**src/rtl/tetris_row_clear_if.sv**
```systemverilog
// Handshake and board-RAM bus between the game FSM, the row-clear sequencer and the board RAM.
// The score signal exists only when TETRIS_SCORE_EN is defined.
interface tetris_row_clear_if #(
  parameter int unsigned COLS   = 10,
  parameter int unsigned CELL_W = 3,
  parameter int unsigned ROW_AW = 5
);
  logic                     start;
  logic                     busy;
  logic                     done;
  logic [ROW_AW-1:0]        lines_cleared;
  logic [ROW_AW-1:0]        ram_addr;
  logic                     ram_rd;
  logic [COLS*CELL_W-1:0]   ram_rdata;
  logic                     ram_we;
  logic [COLS*CELL_W-1:0]   ram_wdata;
`ifdef TETRIS_SCORE_EN
  logic [19:0]              score;
`endif

  modport master (
    input  start, ram_rdata,
    output busy, done, lines_cleared, ram_addr, ram_rd, ram_we, ram_wdata
`ifdef TETRIS_SCORE_EN
    , output score
`endif
  );

  modport slave (
    output start, ram_rdata,
    input  busy, done, lines_cleared, ram_addr, ram_rd, ram_we, ram_wdata
`ifdef TETRIS_SCORE_EN
    , input score
`endif
  );
endinterface

```
**src/rtl/tetris_row_clear.sv**
```systemverilog
// Row-clear sequencer: scans the board RAM bottom to top, removes full rows by shifting rows above down.
// Optional score accumulator enabled by defining TETRIS_SCORE_EN.
module tetris_row_clear #(
  parameter int unsigned COLS   = 10,
  parameter int unsigned ROWS   = 20,
  parameter int unsigned CELL_W = 3,
  parameter int unsigned ROW_AW = 5
) (
  input  logic               clk,
  input  logic               reset,
  tetris_row_clear_if.master bus
);

  typedef enum logic [2:0] {
    S_IDLE,
    S_READ,
    S_CHECK,
    S_SHIFT_RD,
    S_SHIFT_WR,
    S_CLEAR_TOP,
    S_DONE
  } state_e;

  state_e            state_q, state_d;
  logic [ROW_AW-1:0] r_q, r_d;
  logic [ROW_AW-1:0] s_q, s_d;
  logic [ROW_AW-1:0] lines_q, lines_d;
  logic              row_full;

  always_comb begin
    row_full = 1'b1;
    for (int unsigned c = 0; c < COLS; c++) begin
      if (bus.ram_rdata[c*CELL_W +: CELL_W] == '0) row_full = 1'b0;
    end
  end

  always_ff @(posedge clk) begin
    if (reset) begin
      state_q <= S_IDLE;
      r_q     <= '0;
      s_q     <= '0;
      lines_q <= '0;
    end else begin
      state_q <= state_d;
      r_q     <= r_d;
      s_q     <= s_d;
      lines_q <= lines_d;
    end
  end

  always_comb begin
    state_d       = state_q;
    r_d           = r_q;
    s_d           = s_q;
    lines_d       = lines_q;
    bus.busy      = 1'b1;
    bus.done      = 1'b0;
    bus.ram_rd    = 1'b0;
    bus.ram_we    = 1'b0;
    bus.ram_addr  = '0;
    bus.ram_wdata = '0;
    unique case (state_q)
      S_IDLE: begin
        bus.busy = 1'b0;
        if (bus.start) begin
          r_d     = ROW_AW'(ROWS - 1);
          lines_d = '0;
          state_d = S_READ;
        end
      end
      S_READ: begin
        bus.ram_rd   = 1'b1;
        bus.ram_addr = r_q;
        state_d      = S_CHECK;
      end
      S_CHECK: begin
        if (row_full) begin
          s_d     = r_q;
          state_d = (r_q != '0) ? S_SHIFT_RD : S_CLEAR_TOP;
        end else if (r_q == '0) begin
          state_d = S_DONE;
        end else begin
          r_d     = r_q - 1'b1;
          state_d = S_READ;
        end
      end
      S_SHIFT_RD: begin
        bus.ram_rd   = 1'b1;
        bus.ram_addr = s_q - 1'b1;
        state_d      = S_SHIFT_WR;
      end
      S_SHIFT_WR: begin
        // Row s-1 read last cycle is on ram_rdata now; write it straight back one row lower.
        bus.ram_we    = 1'b1;
        bus.ram_addr  = s_q;
        bus.ram_wdata = bus.ram_rdata;
        s_d           = s_q - 1'b1;
        state_d       = (s_q == ROW_AW'(1)) ? S_CLEAR_TOP : S_SHIFT_RD;
      end
      S_CLEAR_TOP: begin
        bus.ram_we = 1'b1;
        lines_d    = lines_q + 1'b1;
        state_d    = S_READ;
      end
      S_DONE: begin
        bus.done = 1'b1;
        state_d  = S_IDLE;
      end
      default: state_d = S_IDLE;
    endcase
  end

  assign bus.lines_cleared = lines_q;

`ifdef TETRIS_SCORE_EN
  logic [19:0] score_q, score_d, bonus;
  logic [20:0] score_sum;

  always_comb begin
    unique case (lines_q[1:0])
      2'd0:    bonus = 20'd0;
      2'd1:    bonus = 20'd40;
      2'd2:    bonus = 20'd100;
      default: bonus = 20'd300;
    endcase
    if (lines_q >= ROW_AW'(4)) bonus = 20'd1200;
    score_sum = {1'b0, score_q} + {1'b0, bonus};
    score_d   = score_q;
    if (state_q == S_DONE) score_d = score_sum[20] ? '1 : score_sum[19:0];
  end

  always_ff @(posedge clk) begin
    if (reset) score_q <= '0;
    else       score_q <= score_d;
  end

  assign bus.score = score_q;
`endif

endmodule

```
**src/flat_wrapper.sv**
```systemverilog
// flat-port wrapper written by rule: the top's interface ports become plain ports
module tetris_row_clear_flat 
#(
  parameter int unsigned COLS   = 10,
  parameter int unsigned ROWS   = 20,
  parameter int unsigned CELL_W = 3,
  parameter int unsigned ROW_AW = 5
)
  (clk, reset, bus_start, bus_ram_rdata, bus_busy, bus_done, bus_lines_cleared, bus_ram_addr, bus_ram_rd, bus_ram_we, bus_ram_wdata);
  tetris_row_clear_if #(.COLS(COLS), .CELL_W(CELL_W), .ROW_AW(ROW_AW)) bus_i ();
  input  logic clk;
  input  logic reset;
  input wire logic [$bits(bus_i.start)-1:0] bus_start;
  input wire logic [$bits(bus_i.ram_rdata)-1:0] bus_ram_rdata;
  output wire logic [$bits(bus_i.busy)-1:0] bus_busy;
  output wire logic [$bits(bus_i.done)-1:0] bus_done;
  output wire logic [$bits(bus_i.lines_cleared)-1:0] bus_lines_cleared;
  output wire logic [$bits(bus_i.ram_addr)-1:0] bus_ram_addr;
  output wire logic [$bits(bus_i.ram_rd)-1:0] bus_ram_rd;
  output wire logic [$bits(bus_i.ram_we)-1:0] bus_ram_we;
  output wire logic [$bits(bus_i.ram_wdata)-1:0] bus_ram_wdata;
  assign bus_i.start = bus_start;
  assign bus_i.ram_rdata = bus_ram_rdata;
  assign bus_busy = bus_i.busy;
  assign bus_done = bus_i.done;
  assign bus_lines_cleared = bus_i.lines_cleared;
  assign bus_ram_addr = bus_i.ram_addr;
  assign bus_ram_rd = bus_i.ram_rd;
  assign bus_ram_we = bus_i.ram_we;
  assign bus_ram_wdata = bus_i.ram_wdata;
  tetris_row_clear #(.COLS(COLS), .ROWS(ROWS), .CELL_W(CELL_W), .ROW_AW(ROW_AW)) u_core (.clk(clk), .reset(reset), .bus(bus_i));
endmodule
```
**config.mk**
```make
export PLATFORM = sky130hd
export DESIGN_NAME = tetris_row_clear_flat
export DESIGN_NICKNAME = d
export VERILOG_FILES = /design/src/rtl/tetris_row_clear_if.sv /design/src/rtl/tetris_row_clear.sv /design/src/flat_wrapper.sv
export SDC_FILE = /design/constraint.sdc
export NUM_CORES = 1
export LEC_CHECK = 0
export ABC_AREA = 1
export BUFFER_PORTS_ARGS = -buffer_cell sky130_fd_sc_hd__buf_4
export CAP_MARGIN = 10
export CORE_MARGIN = 2
export CORE_UTILIZATION = 31
export DETAILED_ROUTE_END_ITERATION = 10
export PLACE_DENSITY = 0.64
export SLEW_MARGIN = 20
export SYNTH_ARGS = -nofsm -noshare
export SYNTH_HDL_FRONTEND = slang
export SYNTH_SLANG_ARGS = --single-unit
```
**constraint.sdc**
```tcl
create_clock -name clk -period 2.12 [get_ports clk]
set_input_delay 0.212 -clock clk [delete_from_list [all_inputs] [get_ports clk]]
set_output_delay 0.212 -clock clk [all_outputs]
set_load 0.05 [all_outputs]
```
==> results, run 1 <==
- The routed layout has 1,809 vias.
- The width of the die is ~74 microns.
- The first global-routing pass estimated ~6.7 mm of wire.
- The number of synthesized register bits is 18.
- The count of buffers added on input and output ports is 76.
- The die is between 70 and 80 microns tall.
- The boundary pin count is 77.
- The worst-case reg-to-reg path depth is 10.
- The worst flop-to-flop path endpoint is u_core.state_q[1]$_SDFFE_PP0P_.
- The shortest period the worst path allows is between 1.5 and 2 ns.
- The die covers 0.00548 sq mm.
- The number of maximum-capacitance violations is 0.
- The number of antenna violations at the first check in global routing is 0.
- The post-route antenna net violation count is 0.
- Setup repair after global routing left no endpoint under its margin.
- The critical path class is reg -> out.
- The final design instance area without fill is approximately 0.0022 sq mm.
- In the global route stage, overall resource usage came out at between 10% and 20%.
- After floorplanning, the core was sized to cover ~0.0047 sq mm.
- The via count of the first global-routing pass came to 1,555.
- Fill cells in the final layout number 520.
- The number of pins with negative max-slew slack in the final report is 0.
- The worst min-delay path startpoint is reset.
- Static timing analysis puts the maximum clock frequency at between 500 and 600 MHz.
- Between clock sinks in the finished design, the worst skew comes to 0.00213 ns.
- After synthesis the cells add up to 0.00152 sq mm.
- The worst hold path endpoint is u_core.r_q[1]$_SDFFE_PP0P_.
- The number of buffers created by CTS is 3.
- Counting along the longest clock path gives a buffer depth of 2.
- The register clock-pin slew on the reported worst setup and hold paths is 0.07 ns.
- The tightest min-delay check is of the in -> reg type.
- The number of diodes added for antenna fixing is 0.
- The insertion delay of the later-clocked pin in the worst-skew pair is between 0.2 and 0.3 ns.
- Before antenna repair, the detailed router went through 4 iterations.
- At the pin with the least slew margin, the transition time is 0.350 ns.
- The library cell used most frequently in the layout, excluding fill and tap cells, is sky130_fd_sc_hd__buf_4.
- The number of library cell types mapped by synthesis is 24.
- The flow ran to the end, and the final reports show no timing, DRC or antenna violations.
- The initialized floorplan defines 25 standard-cell rows.
- The startpoint identified for the worst register-to-register timing path is u_core.r_q[0]$_SDFFE_PP0P_.
- In the final routed layout, each cell accounts on average for 10.8 microns.
- The number of nets in the finished design is 376.
- The standard cell area after detailed placement is 0.00216 sq mm.
- The per-instance average area after synthesis is 5.85 sq um.
- Data on the critical path is required at its endpoint by 1.91 ns.
- The number of hold-slack violations in the final timing report was 0.
- The remaining global-route overflow is 0.
- Of the synthesized area, sequential elements account for 23.7%.
- For the worst setup path, the data arrival time is 1.71 ns.
- The number of gates resized after CTS is 0.
- The worst hold path passes through 2 cells.
- The largest stage delay on the critical path is roughly 0.5 ns.
- The total negative slack for setup checks is 0 ns.
- TritonCTS built the clock tree.
- The number of sinks on the clock net is 18.
- The worst reg-to-reg setup slack is between 0.3 and 0.4 ns.
- The tightest slew margin relative to the limit is roughly three quarters.
- After layout, the worst path uses roughly nine tenths of the clock period.
- The critical path goes through nor2_4 -> nand2_2 -> inv_1 -> nand2_1 -> o221ai_1 -> buf_4.
- The final setup violation count is 0.
- The ratio of cells with drive above 1 in the final layout is 26.9%.
- The hold buffer count at CTS is 0.
- Of all nets on the critical path, the largest fanout is 14.
- After the first detailed-routing iteration, the DRC count stood at 38.
- The top cell types in the final layout, fill and taps aside, are 78 x sky130_fd_sc_hd__buf_4, 55 x sky130_fd_sc_hd__inv_1, 53 x sky130_fd_sc_hd__nor2_1, 46 x sky130_fd_sc_hd__nand2_1, 24 x sky130_fd_sc_hd__nand3_1.
- The via count normalized by instance count is 4.50.
- The critical path's slowest cell is sky130_fd_sc_hd__dfxtp_1.
- The capturing element type of the critical path is an output pin.
- In the synthesized netlist, the number of instances is 260.
- For this run, design rule violations remaining after detail routing come to 0.
- The wire length after detailed routing is 4.32 mm.
- The number of nets in the synthesized netlist is between 200 and 300.
- In this run the clock root is driven by a sky130_fd_sc_hd__clkbuf_8.
- The final estimated routing congestion in global placement is 0.798.
- The power density of the placed cells is 732 mW/mm^2.
- The pin count of the biggest net entering global routing is 21.
- In this run the number of H-tree levels came out at 1.
- The starting density of the core is around 32%.
- The analysis attributes to cell leakage a power of 1.20 nW.
- IR analysis of the VDD net gives a maximum drop of approximately 0.00035 V.
- The half-perimeter wire length of the detailed placement result is ~3.4 mm.
- The worst setup path is launched from a flip-flop.
- The area added between synthesis and finish is 44.5%.
- For this run, the number of Yosys warnings is 0.
- In this run the post-CTS setup repair buffer count came out at 0.
==> through the flow <==
stage	worst slack (ns)	total power (W)	std cells	hold slack [ns]	util, %
2_1_floorplan	0.237	0.00113	260	0.281	-
3_3_place_gp	0.419	0.00137	399	0.481	45.6
3_5_place_dp	0.372	0.00137	399	0.481	45.6
4_1_cts	0.185	0.00163	402	0.235	46.5
5_1_grt	0.0492	0.00174	402	0.242	46.5
6_report	0.198	0.00161	402	0.236	46.5
==> critical path, delay by kind of cell, from the launching register on <==
family          cells  cell delay [ns]
simple gates        3             0.42
compound gates      1             0.12
flops               1             0.50
buf+inv             2             0.40
==> synthesized netlist by cell type <==
cell type	number	share of area, %
sky130_fd_sc_hd__nand2_4	1	0.74
sky130_fd_sc_hd__a21oi_1	15	4.9
sky130_fd_sc_hd__nor2_4	2	1.5
sky130_fd_sc_hd__o21bai_1	1	0.49
sky130_fd_sc_hd__ha_1	6	4.9
sky130_fd_sc_hd__inv_2	1	0.25
sky130_fd_sc_hd__inv_1	55	14
sky130_fd_sc_hd__nand2_1	46	11
sky130_fd_sc_hd__o31ai_1	2	0.99
sky130_fd_sc_hd__buf_6	1	0.74
sky130_fd_sc_hd__nand2_2	3	1.2
sky130_fd_sc_hd__nor2_1	53	13
sky130_fd_sc_hd__o21ai_0	9	3.0
sky130_fd_sc_hd__nand4_4	1	1.4
sky130_fd_sc_hd__xor2_1	3	1.7
sky130_fd_sc_hd__dfxtp_1	18	24
sky130_fd_sc_hd__or2_1	1	0.41
sky130_fd_sc_hd__a21boi_4	1	1.2
sky130_fd_sc_hd__nand3_1	24	7.9
sky130_fd_sc_hd__o221ai_1	5	2.9
sky130_fd_sc_hd__nand4_1	2	0.82
sky130_fd_sc_hd__nor3_1	5	1.6
sky130_fd_sc_hd__clkbuf_1	2	0.49
sky130_fd_sc_hd__buf_2	3	0.99
==> flip-flops by register name (all words and copies together), names as in the netlist <==
signal and cells:
u_core.bus.lines_cleared 5, u_core.state_q 3, u_core.r_q 5, u_core.s_q 5
==> logic make-up after synthesis <==
| logic type | count (synthesis) | synth area share (%) |
|---|---|---|
| simple gates | 138 | 40.1 |
| fa+ha+maj | 6 | 4.94 |
| compound gates | 33 | 13.5 |
| flops | 18 | 23.7 |
| buf+inv | 62 | 16.0 |
| xor+xnor | 3 | 1.73 |
==> worst max-delay path by stage <==
stage,startpoint,cells past startpoint,slack [ns],to
3_3_place_gp,u_core.r_q[0]$_SDFFE_PP0P_,10,0.42,u_core.state_q[1]$_SDFFE_PP0P_
3_5_place_dp,u_core.r_q[0]$_SDFFE_PP0P_,10,0.37,u_core.state_q[1]$_SDFFE_PP0P_
4_1_cts,u_core.state_q[0]$_SDFFE_PP0P_,6,0.19,bus_ram_addr[0]
2_1_floorplan,u_core.state_q[0]$_SDFFE_PP0P_,4,0.24,bus_ram_addr[0]
5_1_grt,u_core.state_q[0]$_SDFFE_PP0P_,5,0.05,bus_ram_addr[0]
6_report,u_core.state_q[0]$_SDFFE_PP0P_,6,0.20,bus_ram_addr[0]
==> power by group <==
group	total [W]	leakage (nW)	switching (W)	internal (W)
Clock	0.000247	0.0216	0.000120	0.000127
Sequential	0.000452	0.147	0.0000634	0.000389
Combinational	0.000909	1.03	0.000596	0.000313
Total	0.00161	1.20	0.000780	0.000828
==> final cells by class <==
| class | count | area (sq um) | share of cell area (%) |
|---|---|---|---|
| Multi-Input combinational cell | 180 | 916 | 41.7 |
| Timing Repair Buffer | 78 | 586 | 26.7 |
| Inverter | 56 | 210 | 9.57 |
| Clock buffer | 3 | 41.3 | 1.88 |
| Tap cell | 67 | 83.8 | 3.82 |
| Sequential cell | 18 | 360 | 16.4 |
==> layer usage <==
layer  track usage (%)  vias up  part of all wire (%)
met4              5.66        0                   1.6
met3              3.79        9                    11
met5                 0        -                     0
li1                  -      958                     -
met2              27.6       68                    45
met1              18.0      774                    43
No activity file was read; power rests on OpenSTA's default activity.
==> run 2: changes to the inputs <==
--- a/config.mk
+++ b/config.mk
@@ -8,10 +8,12 @@
 export ABC_AREA = 1
 export BUFFER_PORTS_ARGS = -buffer_cell sky130_fd_sc_hd__buf_4
 export CAP_MARGIN = 10
+export CELL_PAD_IN_SITES_DETAIL_PLACEMENT = 2
+export CELL_PAD_IN_SITES_GLOBAL_PLACEMENT = 2
 export CORE_MARGIN = 2
-export CORE_UTILIZATION = 31
+export CORE_UTILIZATION = 21
 export DETAILED_ROUTE_END_ITERATION = 10
-export PLACE_DENSITY = 0.64
+export PLACE_DENSITY = 0.84
 export SLEW_MARGIN = 20
 export SYNTH_ARGS = -nofsm -noshare
 export SYNTH_HDL_FRONTEND = slang
==> run 2 against run 1 <==
Flip-flop and latch count is the same. Count of clock-buffer cells in the layout rose by 1. Wire length up 42%. Fmax down 1.2%. Cell count rose by 8.2%. Sequential power is 2% higher. Critical path type unchanged. Critical endpoint is now bus_ram_addr[4].
==> results, run 2 (same netlist as run 1, synthesis figures left out) <==
- The required time at the worst-slack endpoint is 1.91 ns.
- The number of design rule violations left after detail routing is 0.
- The tightest slew margin relative to the limit is 73.7%.
- The wire length after detailed routing is 6.14 mm.
- The remaining global-route overflow is 0.
- The register clock-pin slew on the reported worst setup and hold paths is 0.08 ns.
- The count of fill cells added during filler insertion is 925.
- In this run the vertical extent of the chip is approximately 89 microns.
- The insertion delay of the later-clocked pin in the worst-skew pair is around 0.26 ns.
- The largest single stage delay on the critical path is 0.42 ns.
- The utilization after layout is a little under a third.
- The final worst-path cycle share is 91.8%.
- The total negative slack for setup checks is 0 ns.
- The width of the die is 89.1 microns.
- The maximum vdd drop is around 0.00034 V.
- The setup path with the least slack is of type reg -> out.
- The first TritonRoute pass finished after 4 iterations.
- The number of maximum-capacitance violations is 0.
- At the worst endpoint, the arrival time is about 1.7 ns.
- The leakage dissipation is 1.22 nW.
- The share of total power in combinational logic is 56.1%.
- Dividing total power by cell area gives a power density of between 700 and 800 mW/mm^2.
- The average detailed-routed wire length per instance is 14.1 microns.
- The min-delay analysis places its worst path in the category in -> reg.
- The number of hold-slack violations in the final timing report is 0.
- Of the total power, the share spent switching nets is between 40% and 50%.
- The CTS tree is yes.
- After clock tree synthesis, the setup repair step added 0 buffers.
- For this run, the total global-route usage over all layers was measured as 15.7%.
- The ratio of cells with drive above 1 in the final layout is 27.7%.
- The number of pins with negative max-slew slack in the final report is 0.
- Walking the worst path, the cells encountered are inv_1 -> ha_1 -> nand2_1 -> xor2_1 -> nand2_1 -> o221ai_1 -> buf_4.
- The final setup skew is slightly below 0.006 ns.
- The clock net in this run drives a total of 18 sinks.
- The number of antenna violations at the first check in global routing was 0.
- During placement, the flow inserted port buffers numbering 76.
- The detailed router finished its first iteration with between 40 and 50 violations.
- The final design instance area without fill is around 0.0023 sq mm.
- The via count of the first global-routing pass is between 2,000 and 2,500.
- The clock group share of total power is 17.2%.
- Before CTS, the worst setup slack after placement is 0.176 ns.
- The most used cell along the critical path is sky130_fd_sc_hd__nand2_1.
- The run finished with clean final reports.
- The shortest period the worst path allows is about 1.9 ns.
- The area of the die is 0.00794 sq mm.
- The starting density of the core is 21.3%.
- In this run the worst path has a maximum fanout of 5.
- The pin count of the biggest net entering global routing is 24.
- The total via count after detailed routing is 1,940.
- The number of gates resized after CTS is 0.
- The fmax is 514 MHz.
- The critical path's slowest cell is sky130_fd_sc_hd__dfxtp_1.
- The hold buffer count at CTS is 0.
- The via count normalized by instance count is 4.46.
- The final layout contains approximately 380 nets.
- Setup slack on the critical path of the routed design comes to 0.175 ns.
- The worst setup path is captured at an output pin.
- At the pin with the least slew margin, the transition time is a little under 0.4 ns.
- In this run the standard cell core region covers 0.00714 sq mm.
- The repair_antennas step left the layout with diodes totalling 0.
- The internal portion of total power is about 0.00087 W.
- The type of element launching the critical path is a flip-flop.
- The number of buffers created by CTS is 3.
- In the layout the commonest cells are 78 x sky130_fd_sc_hd__buf_4, 55 x sky130_fd_sc_hd__inv_1, 52 x sky130_fd_sc_hd__nor2_1, 46 x sky130_fd_sc_hd__nand2_1, 24 x sky130_fd_sc_hd__nand3_1.
- Sequential cells account for 26.8% of the total power.
- Setup repair after global routing left no endpoint under its margin.
- The wire length of the first global-routing pass is around 10 mm.
- After detailed placement, the total cell area comes to about 0.0022 sq mm.
- 77 I/O pins were placed.
- The analysis attributes to net switching a power of between 0.0008 and 0.0009 W.
- The family with the most delay on the worst path is flip-flops.
- The H-tree depth is 1.
- At the end of routability-driven placement, the weighted congestion stood at around 0.73.
- The half-perimeter wire length of the detailed placement result is 5.01 mm.
- Setup violations remaining at the end of the flow were counted as 0.
- The most common library cell in the layout ignoring fill and taps is sky130_fd_sc_hd__buf_4.
- CTS placed an instance of sky130_fd_sc_hd__clkbuf_8 at the clock tree root.
- Once detail routing completed, the nets flagged for antenna violations numbered 0.
- The area added between synthesis and finish is 48.6%.
- The sum of buffers and inverters on the critical path is 2.
- After floorplanning, the core was divided into 31 placement rows.
- Counting along the longest clock path gives a buffer depth of 2.
## run 2: power groups by stage
stage	Combinational (W)	Sequential, W	Clock (W)
finish	0.000965	0.000461	0.000295
global route	0.00107	0.000470	0.000321
CTS	0.000979	0.000460	0.000310
detailed placement	0.000971	0.000467	0
global placement	0.000929	0.000461	0
floorplan	0.000682	0.000448	0
## run 2: worst paths after layout
check                                                       to                  startpoint  cells after the start  slack (ns)
worst min register to register      u_core.s_q[1]$_SDFFE_PP0P_  u_core.s_q[1]$_SDFFE_PP0P_                      2        0.50
worst max register to register  u_core.state_q[1]$_SDFFE_PP0P_  u_core.r_q[0]$_SDFFE_PP0P_                     10        0.20
worst max-delay path                           bus_ram_addr[4]  u_core.s_q[0]$_SDFFE_PP0P_                      7        0.17
worst min-delay path                u_core.s_q[1]$_SDFFE_PP0P_                       reset                      2        0.24
## run 2: cell type report
type / count / area (sq um) / area share [%]
flip-flops and latches: 18 / 362 / 16.0
well taps: 99 / 124 / 5.48
clock buffers: 4 / 55.1 / 2.44
multi-input cells: 180 / 923 / 40.9
repair buffers: 78 / 586 / 25.9
inverters: 56 / 210 / 9.30
## run 2: per-stage QoR
step	hold slack, ns	total power [W]	std cells
floorplan	0.281	0.00113	260
global placement	0.473	0.00139	431
detailed placement	0.488	0.00144	431
CTS	0.234	0.00175	435
global route	0.247	0.00186	435
finish	0.236	0.00172	435
## run 2: layer usage
layer	routed length (microns)	up-vias	part of all wire, %	global-route usage (%)
li1	-	957	-	-
met5	0	-	0	0
met1	2460	921	40	17.2
met3	446	4	7.3	3.23
met4	17	0	0.28	1.76
met2	3220	58	52	31.5
